### config.mk
export PLATFORM = sky130hd
export DESIGN_NAME = pe_array_cfg_ctrl_flat
export DESIGN_NICKNAME = d
export VERILOG_FILES = /design/src/rtl/pe_array_cfg_ctrl_pkg.sv /design/src/rtl/pe_array_cfg_ctrl_if.sv /design/src/rtl/pe_array_cfg_ctrl_cfg_addr_gen.sv /design/src/rtl/pe_array_cfg_ctrl.sv /design/src/flat_wrapper.sv
export SDC_FILE = /design/constraint.sdc
export NUM_CORES = 1
export LEC_CHECK = 0
export ABC_AREA = 1
export CELL_PAD_IN_SITES_DETAIL_PLACEMENT = 2
export CELL_PAD_IN_SITES_GLOBAL_PLACEMENT = 2
export CORE_UTILIZATION = 19
export DETAILED_ROUTE_END_ITERATION = 8
export PLACE_DENSITY = 0.87
export RECOVER_POWER = 50
export SLEW_MARGIN = 20
export SYNTH_ARGS = -nofsm -noshare
export SYNTH_HDL_FRONTEND = slang
export SYNTH_SLANG_ARGS = --single-unit
### constraint.sdc
create_clock -name clk -period 1.5 [get_ports clk]
set_input_delay 0.225 -clock clk [delete_from_list [all_inputs] [get_ports clk]]
set_output_delay 0.225 -clock clk [all_outputs]
set_load 0.005 [all_outputs]
### src/rtl/pe_array_cfg_ctrl_pkg.sv
// Shared definitions for the PE-array configuration sequencer.
// PE_INST_W / BUFFER_DEPTH mirror the PE instruction width and per-PE config
// buffer depth; the FSM state encoding and a step-count legality helper live here.
package pe_array_cfg_ctrl_pkg;

    // Must track the PE instruction width and config buffer depth of the PE design.
    localparam int PE_INST_W    = 28;
    localparam int BUFFER_DEPTH = 16;
    localparam int DEF_NUM_PE   = 4;

    typedef enum logic [2:0] {
        ST_IDLE  = 3'd0,
        ST_CLR   = 3'd1,
        ST_LOAD  = 3'd2,
        ST_DRAIN = 3'd3,
        ST_RUN   = 3'd4,
        ST_FIN   = 3'd5
    } state_t;

    // A program must hold at least one instruction and fit in a PE buffer.
    function automatic logic steps_legal(input int unsigned n, input int unsigned depth);
        return (n != 0) && (n <= depth);
    endfunction

endpackage

### src/rtl/pe_array_cfg_ctrl_if.sv
// Config-memory read port plus the PE-array control bundle.
// master = sequencer (drives reads, inst/init/run/rst); slave = memory + PE array.
// Read data returns exactly one cycle after cfg_rd_en; no backpressure.
interface pe_array_cfg_ctrl_if
    import pe_array_cfg_ctrl_pkg::*;
#(
    parameter int NUM_PE = DEF_NUM_PE,
    parameter int INST_W = PE_INST_W,
    parameter int AW     = $clog2(DEF_NUM_PE * BUFFER_DEPTH)
) ();

    logic              cfg_rd_en;
    logic [AW-1:0]     cfg_rd_addr;
    logic [INST_W-1:0] cfg_rd_data;
    logic [INST_W-1:0] pe_inst;
    logic [NUM_PE-1:0] pe_init;
    logic              pe_run;
    logic              pe_rst;

    modport master (
        output cfg_rd_en, cfg_rd_addr, pe_inst, pe_init, pe_run, pe_rst,
        input  cfg_rd_data
    );

    modport slave (
        input  cfg_rd_en, cfg_rd_addr, pe_inst, pe_init, pe_run, pe_rst,
        output cfg_rd_data
    );

endinterface

### src/rtl/pe_array_cfg_ctrl_cfg_addr_gen.sv
// Nested pe/step counter producing config-memory read addresses (pe*DEPTH+step).
// Latency: address is a direct decode of the counter registers; advances on i_adv.
// Backpressure: none; i_clr has priority and returns both counters to zero.
// Ports: i_clr, i_adv, i_steps (program length) -> o_addr, o_pe_idx, o_last.
module cfg_addr_gen #(
    parameter int NUM_PE = 4,
    parameter int DEPTH  = 16,
    parameter int AW     = $clog2(NUM_PE * DEPTH),
    parameter int SW     = $clog2(DEPTH) + 1,
    parameter int PW     = (NUM_PE > 1) ? $clog2(NUM_PE) : 1
) (
    input  logic          clk,
    input  logic          rst,
    input  logic          i_clr,
    input  logic          i_adv,
    input  logic [SW-1:0] i_steps,
    output logic [AW-1:0] o_addr,
    output logic [PW-1:0] o_pe_idx,
    output logic          o_last
);

    localparam int CW = (DEPTH > 1) ? $clog2(DEPTH) : 1;

    logic [PW-1:0] r_pe_cnt;
    logic [CW-1:0] r_step_cnt;
    logic          w_step_last;
    logic          w_pe_last;

    assign w_step_last = (SW'(r_step_cnt) == (i_steps - SW'(1)));
    assign w_pe_last   = (r_pe_cnt == PW'(NUM_PE - 1));

    assign o_addr   = (AW'(r_pe_cnt) * AW'(DEPTH)) + AW'(r_step_cnt);
    assign o_pe_idx = r_pe_cnt;
    assign o_last   = w_step_last && w_pe_last;

    // Both counters wrap to zero after the final issue, so the address bus
    // rests at 0 between programs.
    always_ff @(posedge clk) begin
        if (rst || i_clr) begin
            r_pe_cnt   <= '0;
            r_step_cnt <= '0;
        end else if (i_adv) begin
            if (w_step_last) begin
                r_step_cnt <= '0;
                r_pe_cnt   <= w_pe_last ? '0 : r_pe_cnt + PW'(1);
            end else begin
                r_step_cnt <= r_step_cnt + CW'(1);
            end
        end
    end

endmodule

### src/rtl/pe_array_cfg_ctrl.sv
// Sequencer: resets the PE array, streams NUM_PE*steps instructions into PE
// buffers via one-hot init strobes, then broadcasts run for steps cycles.
// Latency: start@0 -> pe_rst@1, first read@2, inits@3..2+L, run@3+L.., done@3+L+steps.
// Backpressure: none; start is only sampled in IDLE, abort cancels any operation.
// Ports: i_start/i_abort/i_num_steps in; io_bus (cfg memory + PE controls);
//        o_busy (non-IDLE, drops with done), o_done / o_err one-cycle pulses.
module pe_array_cfg_ctrl
    import pe_array_cfg_ctrl_pkg::*;
#(
    parameter int NUM_PE = DEF_NUM_PE,
    parameter int INST_W = PE_INST_W,
    parameter int DEPTH  = BUFFER_DEPTH,
    parameter int AW     = $clog2(NUM_PE * DEPTH),
    parameter int SW     = $clog2(DEPTH) + 1
) (
    input  logic                     clk,
    input  logic                     rst,
    input  logic                     i_start,
    input  logic                     i_abort,
    input  logic [SW-1:0]            i_num_steps,
    pe_array_cfg_ctrl_if.master      io_bus,
    output logic                     o_busy,
    output logic                     o_done,
    output logic                     o_err
);

    localparam int PW = (NUM_PE > 1) ? $clog2(NUM_PE) : 1;

    state_t            r_state;
    state_t            w_nxt_state;
    logic              r_abrt;
    logic              w_nxt_abrt;
    logic              w_err;
    logic              w_steps_ok;
    logic              w_run_last;
    logic [SW-1:0]     r_steps;
    logic [SW-1:0]     r_run_cnt;

    logic              w_last_issue;
    logic [PW-1:0]     w_pe_idx;
    logic [AW-1:0]     w_rd_addr;
    logic              w_load;

    logic              r_cfg_rd_en;
    logic [NUM_PE-1:0] r_pe_init;
    logic              r_pe_run;
    logic              r_pe_rst;
    logic              r_busy;
    logic              r_done;
    logic              r_err;

    assign w_load     = (r_state == ST_LOAD);
    assign w_steps_ok = steps_legal(32'(i_num_steps), 32'(DEPTH));
    assign w_run_last = (r_run_cnt == (r_steps - SW'(1)));

    cfg_addr_gen #(
        .NUM_PE (NUM_PE),
        .DEPTH  (DEPTH),
        .AW     (AW),
        .SW     (SW),
        .PW     (PW)
    ) u_addr_gen (
        .clk      (clk),
        .rst      (rst),
        .i_clr    (!w_load || i_abort),
        .i_adv    (w_load),
        .i_steps  (r_steps),
        .o_addr   (w_rd_addr),
        .o_pe_idx (w_pe_idx),
        .o_last   (w_last_issue)
    );

    // State register
    always_ff @(posedge clk) begin
        if (rst) begin
            r_state <= ST_IDLE;
            r_abrt  <= 1'b0;
        end else begin
            r_state <= w_nxt_state;
            r_abrt  <= w_nxt_abrt;
        end
    end

    // Next state. An abort reuses CLR to pulse pe_rst once; r_abrt then
    // steers CLR back to IDLE instead of into LOAD.
    always_comb begin
        w_nxt_state = r_state;
        w_nxt_abrt  = r_abrt;
        w_err       = 1'b0;
        if (i_abort && (r_state != ST_IDLE)) begin
            w_nxt_state = ST_CLR;
            w_nxt_abrt  = 1'b1;
        end else begin
            case (r_state)
                ST_IDLE: begin
                    if (i_start && !i_abort) begin
                        if (w_steps_ok) begin
                            w_nxt_state = ST_CLR;
                            w_nxt_abrt  = 1'b0;
                        end else begin
                            w_err = 1'b1;
                        end
                    end
                end
                ST_CLR:   w_nxt_state = r_abrt ? ST_IDLE : ST_LOAD;
                ST_LOAD:  if (w_last_issue) w_nxt_state = ST_DRAIN;
                ST_DRAIN: w_nxt_state = ST_RUN;
                ST_RUN:   if (w_run_last) w_nxt_state = ST_FIN;
                ST_FIN:   w_nxt_state = ST_IDLE;
                default:  w_nxt_state = ST_IDLE;
            endcase
        end
    end

    // Program length and run-cycle counter
    always_ff @(posedge clk) begin
        if (rst) begin
            r_steps   <= '0;
            r_run_cnt <= '0;
        end else begin
            if ((r_state == ST_IDLE) && (w_nxt_state == ST_CLR))
                r_steps <= i_num_steps;
            r_run_cnt <= (r_state == ST_RUN) ? r_run_cnt + SW'(1) : '0;
        end
    end

    // Outputs are registered from the next state so each strobe lines up with
    // the state it belongs to. The init strobe is the read issued one cycle
    // earlier, matching the memory's one-cycle read latency; an abort kills
    // the read still in flight.
    always_ff @(posedge clk) begin
        if (rst) begin
            r_cfg_rd_en <= 1'b0;
            r_pe_init   <= '0;
            r_pe_run    <= 1'b0;
            r_pe_rst    <= 1'b1;
            r_busy      <= 1'b0;
            r_done      <= 1'b0;
            r_err       <= 1'b0;
        end else begin
            r_cfg_rd_en <= (w_nxt_state == ST_LOAD);
            r_pe_init   <= (w_load && !i_abort) ? (NUM_PE'(1) << w_pe_idx) : '0;
            r_pe_run    <= (w_nxt_state == ST_RUN);
            r_pe_rst    <= (w_nxt_state == ST_CLR);
            // busy falls together with done so the host may restart right after.
            r_busy      <= (w_nxt_state != ST_IDLE) && (w_nxt_state != ST_FIN);
            r_done      <= (w_nxt_state == ST_FIN);
            r_err       <= w_err;
        end
    end

    assign io_bus.cfg_rd_en   = r_cfg_rd_en;
    assign io_bus.cfg_rd_addr = w_rd_addr;
    assign io_bus.pe_inst     = io_bus.cfg_rd_data;
    assign io_bus.pe_init     = r_pe_init;
    assign io_bus.pe_run      = r_pe_run;
    assign io_bus.pe_rst      = r_pe_rst;
    assign o_busy             = r_busy;
    assign o_done             = r_done;
    assign o_err              = r_err;

endmodule

### src/flat_wrapper.sv
// flat-port wrapper written by rule: the top's interface ports become plain ports
module pe_array_cfg_ctrl_flat import pe_array_cfg_ctrl_pkg::*;
#(
    parameter int NUM_PE = DEF_NUM_PE,
    parameter int INST_W = PE_INST_W,
    parameter int DEPTH  = BUFFER_DEPTH,
    parameter int AW     = $clog2(NUM_PE * DEPTH),
    parameter int SW     = $clog2(DEPTH) + 1
)
  (clk, rst, i_start, i_abort, i_num_steps, o_busy, o_done, o_err, io_bus_cfg_rd_en, io_bus_cfg_rd_addr, io_bus_pe_inst, io_bus_pe_init, io_bus_pe_run, io_bus_pe_rst, io_bus_cfg_rd_data);
  pe_array_cfg_ctrl_if #(.NUM_PE(NUM_PE), .INST_W(INST_W), .AW(AW)) io_bus_i ();
  input  logic clk;
  input  logic rst;
  input  logic i_start;
  input  logic i_abort;
  input  logic [SW-1:0] i_num_steps;
  output logic o_busy;
  output logic o_done;
  output logic o_err;
  output wire logic [$bits(io_bus_i.cfg_rd_en)-1:0] io_bus_cfg_rd_en;
  output wire logic [$bits(io_bus_i.cfg_rd_addr)-1:0] io_bus_cfg_rd_addr;
  output wire logic [$bits(io_bus_i.pe_inst)-1:0] io_bus_pe_inst;
  output wire logic [$bits(io_bus_i.pe_init)-1:0] io_bus_pe_init;
  output wire logic [$bits(io_bus_i.pe_run)-1:0] io_bus_pe_run;
  output wire logic [$bits(io_bus_i.pe_rst)-1:0] io_bus_pe_rst;
  input wire logic [$bits(io_bus_i.cfg_rd_data)-1:0] io_bus_cfg_rd_data;
  assign io_bus_cfg_rd_en = io_bus_i.cfg_rd_en;
  assign io_bus_cfg_rd_addr = io_bus_i.cfg_rd_addr;
  assign io_bus_pe_inst = io_bus_i.pe_inst;
  assign io_bus_pe_init = io_bus_i.pe_init;
  assign io_bus_pe_run = io_bus_i.pe_run;
  assign io_bus_pe_rst = io_bus_i.pe_rst;
  assign io_bus_i.cfg_rd_data = io_bus_cfg_rd_data;
  pe_array_cfg_ctrl #(.NUM_PE(NUM_PE), .INST_W(INST_W), .DEPTH(DEPTH), .AW(AW), .SW(SW)) u_core (.clk(clk), .rst(rst), .i_start(i_start), .i_abort(i_abort), .i_num_steps(i_num_steps), .io_bus(io_bus_i), .o_busy(o_busy), .o_done(o_done), .o_err(o_err));
endmodule
==> metrics.csv, run 1 <==
metric,value,unit
numPortBuffers,24,
power_frac_comb,18.5,%
drv_slew,0,
ctsHoldBuffers,0,
setup_ws,-151,ps
cell_internal_pwr,1.34,mW
pwr-share-seq,44.8,%
instances_no_fill,355,
cp_slowest_stage_delay,350,ps
grt_pass1_vias,1622,
switching_power,0.535,mW
die_area,9190,um2
synthesis.nets,269,
rows,33,
ys_ff_latch,30,
synth-seq-area-share,35.9,%
power_frac_clock,36.7,%
cp.arrival,1830,ps
start_kind,register,
rsz0062_at_grt,yes,
setup_violations,13,
cts_tree,yes,
drt_pass1_iterations,4,
clock_latency,280,ps
syn_inst,228,
numCtsBuffers,5,
place_congestion,0.763,
r2r_start,u_core.r_steps[0],
power_density,857,nW/um2
drive_gt1_share,29.2,%
skew,12.6,ps
grt_antenna_before_repair,0,
io_pins,81,
synth_cell_types,25,
swShare,28.5,%
drc_errors,0,
final_nets,290,
grt_pass1_wl,7.40,mm
placed_cell_area,1990,um2
tightest_slew,323,ps
ys_warn_count,0,
grt_usage,10.8,%
grt.overflow.total,0,
max_cap_violations,0,
grt_start_max_net_pins,11,
min_path_type,input pin to primary output,
syn_avg_cell_area,7.34,um2
status,"finished, violations left",
vdd_drop_max,0.409,mV
crit_chain,"inv_4, ha_4, inv_2, nand2_1, nand2_1, nand3_1, nor2_1, nand2_2, inv_2, nand2_4, nand4_4, nand2_4, nand2_2, nand2_1",
core_region_area,8380,um2
start_util,20.0,%
design_area,2190,um2
dieHeight,95.9,um
htreeDepth,2,
drt-total-wl,4.77,mm
syn-cell-area,1670,um2
critPathLaunch,u_core.r_steps[0],
vias_per_cell,4.22,
cts_buffer_depth,2,
drtAntennaViolNets,0,
cpLargestDelayFamily,simple AND/OR/NAND/NOR gates,
violations,setup timing,
critPathMaxFanout,3,
end_kind,register,
leakagePower,0.934,nW
critPathKind,register to register,
finalCriticalPeriod,1650,ps
worst-path-buf-inv,3,
worstPathRequired,1680,ps
r2r_setup_slack,-150,ps
hold_start,io_bus_cfg_rd_data[14],
slew_headroom,78.4,%
crit_top_cell,nand2_1,
diodes,0,
dpl.hpwl,3.64,mm
clockRootBuffer,clkbuf_8,
clock_sinks,30,
fin_crit_sh,110,%
clock.fmax,0.606,GHz
avgRoutedWirePerCell,13.4,um
place_inst,344,
clk_pin_slew,70,ps
die_x,95.9,um
slowest_stage,dfxtp_2,
drt-initial-drc-count,20,
final_hold_viol_count,0,
vias,1497,
syn_to_final_growth,30.9,%
-- sequential cells by signal (all words and copies together), names as in the netlist --
signal / flops
u_core.o_busy: 1
u_core.o_err: 1
u_core.u_addr_gen.r_step_cnt: 4
u_core.r_steps: 5
u_core.r_abrt: 1
u_core.r_state: 3
u_core.io_bus.cfg_rd_en: 1
u_core.io_bus.pe_init: 4
u_core.u_addr_gen.o_pe_idx: 2
u_core.io_bus.pe_rst: 1
u_core.o_done: 1
u_core.r_run_cnt: 5
u_core.io_bus.pe_run: 1
-- final cells by class --
class	instances	area, um2
tap	105	131
timing repair buffer	43	413
clock inverter	2	12.5
inverter	36	138
clock buffer	6	82.6
multi-input combinational	133	805
fill	996	6190
sequential	30	609
-- worst paths after layout --
check,endpoint,depth (start not counted)
max,u_core.o_busy,14
min,io_bus_pe_inst[14],0
max reg2reg,u_core.o_busy,14
min reg2reg,u_core.io_bus.pe_init[0],1
-- Yosys cell counts (all sizes together) --
cell / number / area (um2)
nand2: 47 / 196
inv: 36 / 135
dfxtp: 30 / 601
buf: 29 / 215
nor2: 26 / 134
nand3: 19 / 113
a21oi: 12 / 60.1
nor3: 7 / 35.0
o21ai: 7 / 35.0
ha: 4 / 50.1
nand4: 4 / 40.0
xor2: 3 / 26.3
a211oi: 1 / 12.5
a31oi: 1 / 6.26
o211ai: 1 / 7.51
o21bai: 1 / 7.51
-- metal layers --
metal	up-vias	global-route usage (%)	wire [um]
li1	729	-	-
met3	11	3.24	224
met5	-	0	0
met1	720	12.2	2100
met4	0	3.23	65
met2	37	19.5	2390
-- timing repair --
item	in CTS	in global routing
gates resized for setup	11	19
buffers inserted	0	3
hold endpoints to repair	0	0
setup endpoints to repair	19	20
pin swaps	4	6
-- through the flow --
step / setup WS [ps] / util (%) / hold slack [ps] / TNS (ps) / power [mW]
CTS: -169 / 25.2 / 450 / -1310 / 1.88
detailed placement: -235 / 23.8 / 450 / -2870 / 1.17
global route: -261 / 26.1 / 450 / -3010 / 1.98
finish: -151 / 26.1 / 450 / -1070 / 1.88
floorplan: -9.73 / - / 390 / -9.73 / 1.09
global placement: -203 / 23.8 / 450 / -2060 / 1.15
-- cell usage in the layout (no fill, tap or decap), types with 4 or more instances in the layout --
cell and instances:
nand2_2 9, inv_1 28, a21oi_1 11, nor2_2 6
inv_2 7, clkdlybuf4s50_1 21, nor2_4 4, dfxtp_2 7
buf_4 17, dfxtp_1 23, nor3_1 7, clkbuf_8 6
nand3_1 14, o21ai_0 4, nor2_1 15, nand2_1 36
-- power groups by stage --
| stage | sequential [mW] | clock, mW | combinational (mW) |
|---|---|---|---|
| 2_1_floorplan | 0.855 | 0 | 0.240 |
| 6_report | 0.841 | 0.688 | 0.347 |
| 5_1_grt | 0.844 | 0.754 | 0.385 |
| 4_1_cts | 0.841 | 0.712 | 0.327 |
| 3_3_place_gp | 0.855 | 0 | 0.298 |
| 3_5_place_dp | 0.858 | 0 | 0.315 |
-- cell families (layout without fill, tap and decap cells) --
kind of cell               after synthesis  count (layout)  synth area share, %
buffers and inverters                   65              87                 20.9
xor gates and xnor gates                 3               3                 1.57
DFF                                     30              30                 35.9
and+or+nand+nor                        103             103                 30.9
adders and majority gates                4               4                 2.99
AOI/OAI and AO/OA                       23              23                 7.70
No activity file was read; power rests on OpenSTA's default activity.
==> run 2: changes to the inputs <==
--- a/config.mk
+++ b/config.mk
@@ -8,9 +8,9 @@
 export ABC_AREA = 1
 export CELL_PAD_IN_SITES_DETAIL_PLACEMENT = 2
 export CELL_PAD_IN_SITES_GLOBAL_PLACEMENT = 2
-export CORE_UTILIZATION = 19
+export CORE_UTILIZATION = 21
 export DETAILED_ROUTE_END_ITERATION = 8
-export PLACE_DENSITY = 0.87
+export PLACE_DENSITY = 0.85
 export RECOVER_POWER = 50
 export SLEW_MARGIN = 20
 export SYNTH_ARGS = -nofsm -noshare
==> constraint.sdc (replaced) <==
create_clock -name clk -period 1.8 [get_ports clk]
set_input_delay 0.27 -clock clk [delete_from_list [all_inputs] [get_ports clk]]
set_output_delay 0.27 -clock clk [all_outputs]
set_load 0.005 [all_outputs]
==> metrics.csv, run 2 (synthesized netlist as in run 1, its figures left out) <==
metric,value,unit,change
swShare,26.1,%,-2.4 points
top_regs,"u_core.r_run_cnt: 5 flops, u_core.r_steps: 5 flops",,
grt_pass1_vias,1583,,-2.4%
clock_sinks,30,,unchanged
grt_start_max_net_pins,10,,-1
min_path_type,register to register,,
clk_pin_slew,70,ps,about the same
dp_slack,-11.9,ps,+223 ps
post_cts_buffers,0,,unchanged
critPathMaxFanout,6,,+3
start_kind,input pin,,
numPortBuffers,24,,unchanged
grt_antenna_before_repair,0,,unchanged
drv_slew,0,,unchanged
vias_per_cell,4.20,,-0.34%
cts_tree,yes,,
start_util,21.7,%,+1.7 points
die_area,8330,um2,-9.3%
p_total,1.62,mW,-14%
pwr-share-seq,43.2,%,-1.6 points
syn_to_final_growth,18.8,%,
core_region_area,7730,um2,-7.8%
io_pins,81,,unchanged
max_cap_violations,0,,unchanged
diodes,0,,unchanged
rsz0062_at_grt,no,,
grt_usage,12.3,%,+1.5 points
grt.overflow.total,0,,unchanged
switching_power,0.424,mW,-21%
cp.arrival,1900,ps,+70 ps
finalCriticalPeriod,1680,ps,
power_frac_comb,14.8,%,-3.7 points
drc_errors,0,,unchanged
avgRoutedWirePerCell,13.8,um,+2.6%
clock.fmax,0.595,GHz,
place_congestion,0.749,,-1.9%
fin_crit_sh,93.3,%,
worstReg2RegEnd,u_core.o_busy,,
drive_gt1_share,16.7,%,-13 points
rows,32,,-3.0%
setup_ws,121,ps,+272 ps
min_to,u_core.r_run_cnt[0],,
r2r_setup_slack,130,ps,+280 ps
hold_start,u_core.r_run_cnt[0],,
worstPathRequired,2020,ps,+340 ps
clock_latency,290,ps,about the same
drtAntennaViolNets,0,,unchanged
numCtsBuffers,5,,unchanged
whs_path_depth,1,,+1
critPathKind,input pin to register,,
grt_pass1_wl,7.91,mm,+6.9%
final_nets,274,,-5.5%
tightest_slew,378,ps,+55.3 ps
drt_pass1_iterations,4,,unchanged
vias,1412,,-5.7%
dpl.hpwl,3.42,mm,-6.0%
slew_headroom,74.6,%,-3.8 points
end_kind,register,,
power_frac_clock,42.0,%,+5.3 points
rr_worst_depth,14,,unchanged
cell_internal_pwr,1.20,mW,-11%
skew,7.33,ps,-5.23 ps
clockRootBuffer,clkbuf_8,,
setup_violations,0,,-13
drt-initial-drc-count,23,,+15%
final_hold_viol_count,0,,unchanged
cts_buffer_depth,2,,unchanged
vdd_drop_max,0.270,mV,-34%
final_common_cell,nand2_1,,
leakagePower,0.782,nW,-16%
critPathLaunch,i_num_steps[1],,
ctsHoldBuffers,0,,unchanged
dieHeight,91.3,um,-4.8%
fillers,923,,-7.3%
die_x,91.3,um,-4.8%
r2r_start,u_core.r_steps[0],,
drt-total-wl,4.64,mm,-2.8%
power_density,815,nW/um2,-4.9%
final_cell_mix,"nand2_1 (39), inv_1 (28), dfxtp_1 (28)",,
htreeDepth,2,,unchanged
status,"complete, no violations",,
## run 2: cell count changes in the layout (fill, tap and decap cells not counted), sizes merged
cell and delta:
dlygate4sd3 +1, bufinv +1, clkinvlp -1, clkbuf +1
clkinv -1, clkdlybuf4s50 +1, dlymetal6s2s -2, buf -16
## run 2: worst max path at each step
stage / cells after the start / endpoint / slack [ps]
after floorplan: 13 / u_core.o_busy / 210
after global placement: 9 / u_core.io_bus.pe_rst / 20
after detailed placement: 14 / u_core.o_busy / -10
after CTS: 13 / u_core.o_busy / 30
after global routing: 14 / u_core.o_busy / 4
final: 9 / u_core.r_steps[1] / 120
## run 2: per-stage QoR
step / utilization [%] / hold WS, ps / TNS [ps] / std cells / area (um2)
finish: 25.7 / 500 / 0 / 336 / 1990
global route: 25.7 / 514 / 0 / 336 / 1990
CTS: 25.6 / 496 / 0 / 336 / 1980
detailed placement: 24.1 / 478 / -15.5 / 328 / 1860
global placement: 24.1 / 455 / 0 / 328 / 1860
floorplan: - / 435 / 0 / 228 / 1670
## run 2: final cells by class
class,instances,area [um2],share of cell area [%]
repair buffers,27,275,13.8
multi-input cells,133,742,37.3
well taps,102,128,6.42
clock buffers,7,76.3,3.84
clock inverters,1,30.0,1.51
inverters,36,135,6.79
flip-flops and latches,30,603,30.3
## run 2: timing repair
item | 4_1_cts | 5_1_grt
endpoints found under the hold margin | 0 | 0
endpoints found under the setup margin | 2 | 9
gates resized for setup | 2 | 7
pin swaps | 0 | 6
## run 2: power by group through the flow
stage	registers (mW)	logic (mW)	clock network, mW
finish	0.700	0.239	0.681
floorplan	0.711	0.194	0
detailed placement	0.715	0.228	0
global route	0.703	0.269	0.735
CTS	0.701	0.240	0.710
global placement	0.713	0.219	0
## run 2: per-layer routing
metal / vias up / track usage (%) / part of all wire, %
met5: - / 0 / 0
met4: 0 / 6.22 / 2.3
met3: 10 / 3.10 / 3.8
met2: 23 / 20.3 / 48
met1: 680 / 14.7 / 46
li1: 699 / - / -
## run 2: worst max-delay path: stages
cell           delay [ps]
dlygate4sd3_1         590
nor2_1                140
nand2_1                80
xor2_1                290
nor2_4                 70
inv_2                 130
buf_12                120
o21ai_0                70
a21oi_1               130
==> edit 1: new RTL, config.mk and constraints of run 1 <==
Put one more register stage on the output `o_done`, without a reset. The value now appears one clock later. The other outputs are not delayed to match. Comments in the files are not updated.
--- a/src/rtl/pe_array_cfg_ctrl.sv
+++ b/src/rtl/pe_array_cfg_ctrl.sv
@@ -156,7 +156,9 @@
     assign io_bus.pe_run      = r_pe_run;
     assign io_bus.pe_rst      = r_pe_rst;
     assign o_busy             = r_busy;
-    assign o_done             = r_done;
+    always_ff @(posedge clk) begin
+        o_done <= r_done;
+    end
     assign o_err              = r_err;
 
 endmodule
Formal check against the unedited RTL: not equivalent (a bounded check fails within 10 cycles, from zero or initial values and one cycle with rst high).
==> edit 1 against run 1 <==
- the flow still finishes with violations (setup timing)
- cell area grew 3.3%
- clock power rose by 26%
- hold slack lost 0.12 ns
- worst setup slack better by 0.017 ns
- sequential cell count rose by 1
- count of clock-buffer cells in the layout is the same
- synthesized area grew 1.2%
- utilization down 0.071 points
- power is 11% higher
- routed wire length fell by 0.19%
- critical path type unchanged
- highest routed layer unchanged
==> edit 1: results (changes against run 1) <==
[status]
status = finished, violations left
violations = setup timing

[final_layout]
nets = 297  ; +2.4%
layout-drive-gt1-share_pct = 31.91  ; +2.7 points

[synthesis]
ys_seq_area_share_pct = 36.63  ; +0.76 points
syn_nets = 270  ; +0.37%
synthFlopType = dfxtp_1
synth_common_cells = nand2_1, dfxtp_1, inv_1
yosys-top-cells-area = dfxtp_1, buf_4, nand2_1

[worst_hold_path]
min_path_type = flip-flop to flip-flop
worstHoldEndpoint = u_core.o_done$_DFF_P_
min-delay-start = u_core.r_done$_SDFF_PP0_

[clock_network]
cts_buffers = 5  ; unchanged
ctsLongestPathBuffers = 2  ; unchanged
insertion_delay_ns = 0.29
clkSlewWorstSetupHoldPaths_ns = 0.07  ; about the same
cts_max_level = 2  ; unchanged
root_buffer = clkbuf_8

[placed_design]
gp_congestion = 0.7365  ; -3.5%
placed_area_um2 = 2021  ; +1.4%
port_buffers = 24  ; unchanged
dpl.hpwl_mm = 3.647  ; +0.20%
dp_slack_ns = -0.2363  ; -0.001098 ns

[drt]
drtIter0Drc = 13  ; -35%
firstDrtPassIters = 3  ; -1
finalWirelength_mm = 4.764  ; -0.19%
routed_via_density = 4.129  ; -2.1%

[global_routing]
grt_pass1_vias = 1592  ; -1.8%
grt_pass1_wl_mm = 7.617  ; +2.9%
grtUsageTotal_pct = 10.93  ; +0.097 points
grt_max_degree = 11  ; unchanged

[setup_path]
crit_slowest_cell = dfxtp_2
rr_startpoint = u_core.r_steps[0]$_SDFFE_PP0P_
crit_arrival_ns = 1.82
max_stage_delay_ns = 0.35  ; about the same
critical_path.max_fanout = 3  ; unchanged

[pwr]
ir_drop_v = 0.0002678  ; -35%
p_sw_share_pct = 26.04  ; -2.5 points
leakage_nw = 0.9594  ; +2.7%

[sta]
finClkSkew_ns = 0.009583  ; -0.002978 ns
slew_headroom_pct = 79.01  ; +0.61 points
finalSetupViolations = 12  ; -1
holdWs_ns = 0.3323  ; -0.1177 ns
setup_slack_ns = -0.1344  ; +0.01706 ns

## edit 1: layout make-up
| class | instances | area [µm²] |
|---|---|---|
| Fill cell | 1043 | 6416 |
| Multi-Input combinational cell | 133 | 804.5 |
| Sequential cell | 31 | 631.9 |
| Timing Repair Buffer | 49 | 432.9 |
| Inverter | 36 | 140.1 |
| Tap cell | 108 | 135.1 |
| Clock buffer | 6 | 82.58 |
| Clock inverter | 2 | 35.03 |
## edit 1: power groups by stage
stage / logic (mW) / registers, mW / clock network (mW)
detailed placement: 0.309 / 0.885 / 0
floorplan: 0.240 / 0.882 / 0
global route: 0.392 / 0.871 / 0.917
finish: 0.350 / 0.867 / 0.868
CTS: 0.328 / 0.868 / 0.897
global placement: 0.294 / 0.884 / 0
## edit 1: cells by family (layout without fill, tap and decap cells)
logic type | count (synthesis) | in the layout | synth area share, %
xor gates and xnor gates | 3 | 3 | 1.551
adders and majority gates | 4 | 4 | 2.954
AOI/OAI and AO/OA | 23 | 23 | 7.607
and+or+nand+nor | 103 | 103 | 30.58
buffers and inverters | 65 | 93 | 20.68
DFF | 31 | 31 | 36.63
## edit 1: worst max path at each step
stage,start,to,slack (ns)
floorplan,u_core.r_steps[0]$_SDFFE_PP0P_,u_core.o_busy$_SDFF_PP0_,-0.01
global placement,i_num_steps[2],u_core.r_steps[2]$_SDFFE_PP0P_,-0.20
detailed placement,i_num_steps[0],u_core.r_steps[3]$_SDFFE_PP0P_,-0.24
CTS,u_core.r_steps[1]$_SDFFE_PP0P_,u_core.o_busy$_SDFF_PP0_,-0.16
global route,u_core.r_steps[1]$_SDFFE_PP0P_,u_core.o_busy$_SDFF_PP0_,-0.26
finish,u_core.r_steps[0]$_SDFFE_PP0P_,u_core.o_busy$_SDFF_PP0_,-0.13
## edit 1: repair_timing
action	in CTS	in global routing
setup buffers	3	2
resized for setup	10	24
pin swaps	3	4
setup endpoints to repair	19	19
## edit 1: per-layer routing
layer | routed length [µm] | vias to the layer above | global-route usage [%]
met5 | 0 | - | 0
met4 | 52 | 0 | 3.309
met3 | 182 | 5 | 2.191
met2 | 2433 | 35 | 19.62
met1 | 2096 | 722 | 13.06
li1 | - | 745 | -
## edit 1: stage by stage
| step | setup TNS (ns) | utilization [%] | instances |
|---|---|---|---|
| after floorplan | -0.009727 | - | 229 |
| after global placement | -2.168 | 23.28 | 352 |
| after detailed placement | -3.059 | 23.28 | 352 |
| after CTS | -1.543 | 25.16 | 363 |
| after global routing | -2.749 | 26.07 | 365 |
| final | -0.9049 | 26.07 | 365 |
## edit 1: worst max-delay path: cells and delay by family (launching register included)
kind	cells	cell delay (ns)
buf+inv	3	0.18
fa+ha+maj	1	0.25
simple gates	10	0.73
flops	1	0.35
==> edit 2: new RTL, config.mk and constraints of run 1 <==
Without the edit above. Set the package constant `DEF_NUM_PE` to 2 (it was 4).
--- a/src/rtl/pe_array_cfg_ctrl_pkg.sv
+++ b/src/rtl/pe_array_cfg_ctrl_pkg.sv
@@ -6,7 +6,7 @@
     // Must track the PE instruction width and config buffer depth of the PE design.
     localparam int PE_INST_W    = 28;
     localparam int BUFFER_DEPTH = 16;
-    localparam int DEF_NUM_PE   = 4;
+    localparam int DEF_NUM_PE   = 2;
 
     typedef enum logic [2:0] {
         ST_IDLE  = 3'd0,
Ports: changed (resized io_bus_cfg_rd_addr and io_bus_pe_init); port bits go from 81 to 78. The function was not compared with the original's and may differ.
==> edit 2 against run 1 <==
- the run still ends with setup timing left
- cell area down 8.6%
- critical endpoint is now u_core.o_done$_SDFF_PP0_
- routed wire length up 0.75%
- via count down 4.9%
- power down 20%
- worst setup slack worse by 0.0015 ns
- synthesized area down 7.1%
- highest routed layer unchanged
- sequential cell count down 3
- cell count down 5.9%
==> edit 2: results (changes against run 1) <==
[setup_path]
critical_path.max_fanout = 5  ; +2
critPathLaunch = u_core.r_steps[0]$_SDFFE_PP0P_
max_stage_delay_ns = 0.37  ; +0.02 ns
rr_endpoint = u_core.o_done$_SDFF_PP0_

[global_routing]
grt_pass1_wl_mm = 7.665  ; +3.5%
grtUsageTotal_pct = 11.64  ; +0.81 points
grt_pass1_vias = 1554  ; -4.2%
grt_max_degree = 17  ; +6

[synthesis]
synth_common_cells = nand2_1, buf_4, dfxtp_1
yosysUniqueCellTypes = 28  ; +12%
yosys-top-cells-area = dfxtp_1, buf_4, nand2_1
syn_nets = 254  ; -5.6%

[sta]
finClkSkew_ns = 0.01504  ; +0.002477 ns
setup_slack_ns = -0.1530  ; -0.001543 ns
finalSetupViolations = 11  ; -2

[final_layout]
reg_top3 = u_core.r_run_cnt x5, u_core.r_steps x5, u_core.u_addr_gen.r_step_cnt x4
fill_cells = 933  ; -6.3%
nets = 273  ; -5.9%
layout-drive-gt1-share_pct = 32.33  ; +3.1 points

[pwr]
ir_drop_v = 0.0003407  ; -17%
leakage_nw = 0.7991  ; -14%

[drt]
firstDrtPassIters = 4  ; unchanged
finalWirelength_mm = 4.809  ; +0.75%
drtIter0Drc = 22  ; +10%
routed_via_density = 4.260  ; +1.0%

[placed_design]
port_buffers = 21  ; -13%
placed_area_um2 = 1843  ; -7.5%
gp_congestion = 0.8062  ; +5.6%

[clock_network]
cts_buffers = 3  ; -2
cts_max_level = 1  ; -1
clkSlewWorstSetupHoldPaths_ns = 0.11  ; +0.04 ns
insertion_delay_ns = 0.30  ; +0.02 ns

[status]
violations = setup timing
status = finished, violations left

[worst_hold_path]
worstHoldEndpoint = io_bus_pe_inst[15]

[edit 2: cell types whose count changed in the layout (fill, tap and decap cells not counted), sizes merged, moves of 2 or more]
cell	change
clkbuf	-3
nor2	-4
inv	-7
clkdlybuf4s50	-2
dfxtp	-3
nand2	-2
nand3	+2
a21oi	-2
buf	+4
nor3	-2
nand4	+2
[edit 2: worst max-delay path, delay by kind of cell (launching register included)]
| kind | cells | cell delay (ns) |
|---|---|---|
| adders and majority gates | 1 | 0.28 |
| buffers and inverters | 3 | 0.13 |
| and+or+nand+nor | 10 | 0.82 |
| DFF | 1 | 0.37 |
[edit 2: area by class of cell]
type	instances	area (µm²)	share of cell area, %
inverters	30	115.1	5.746
clock buffers	3	41.29	2.061
repair buffers	44	384.1	19.18
flip-flops and latches	27	548.0	27.36
well taps	102	127.6	6.371
clock inverters	1	7.507	0.3748
multi-input cells	127	779.5	38.91
[edit 2: cell families after synthesis]
group | after synthesis | synth area share (%)
compound gates | 20 | 6.758
xor+xnor | 3 | 1.690
fa+ha+maj | 3 | 2.414
buf+inv | 61 | 21.88
flops | 27 | 34.75
simple gates | 100 | 32.50
[edit 2: worst max path at each step]
stage	to	depth (start not counted)
after floorplan	u_core.o_busy$_SDFF_PP0_	13
after global placement	u_core.o_done$_SDFF_PP0_	10
after detailed placement	u_core.o_busy$_SDFF_PP0_	10
after CTS	u_core.o_busy$_SDFF_PP0_	14
after global routing	u_core.o_done$_SDFF_PP0_	14
final	u_core.o_done$_SDFF_PP0_	14
[edit 2: per-layer routing]
metal	global-route usage [%]	up-vias	wire length, µm
met5	0	-	0
met4	5.859	0	96
met3	2.135	9	206
met2	20.56	26	2487
met1	13.32	702	2019
li1	-	686	-
[edit 2: power breakdown]
part           leakage, nW  internal [mW]  switching [mW]
registers            0.222          0.735          0.0150
logic                0.556          0.126           0.171
clock network       0.0217          0.190           0.273
total                0.799           1.05           0.459
[edit 2: metrics by stage]
step,cells,hold slack [ns],utilization (%),power [mW]
finish,334,0.4500,25.66,1.510
global placement,327,0.4308,23.61,1.013
CTS,331,0.4500,24.47,1.496
floorplan,214,0.3745,-,0.9761
detailed placement,327,0.4428,23.61,1.030
global route,334,0.4500,25.66,1.579
[edit 2: repair_timing]
action,in CTS,in global routing
pin swaps,7,6
hold buffers,0,0
endpoints found under the setup margin,18,23
cloned,0,1
setup buffers,0,2
resized for setup,7,18
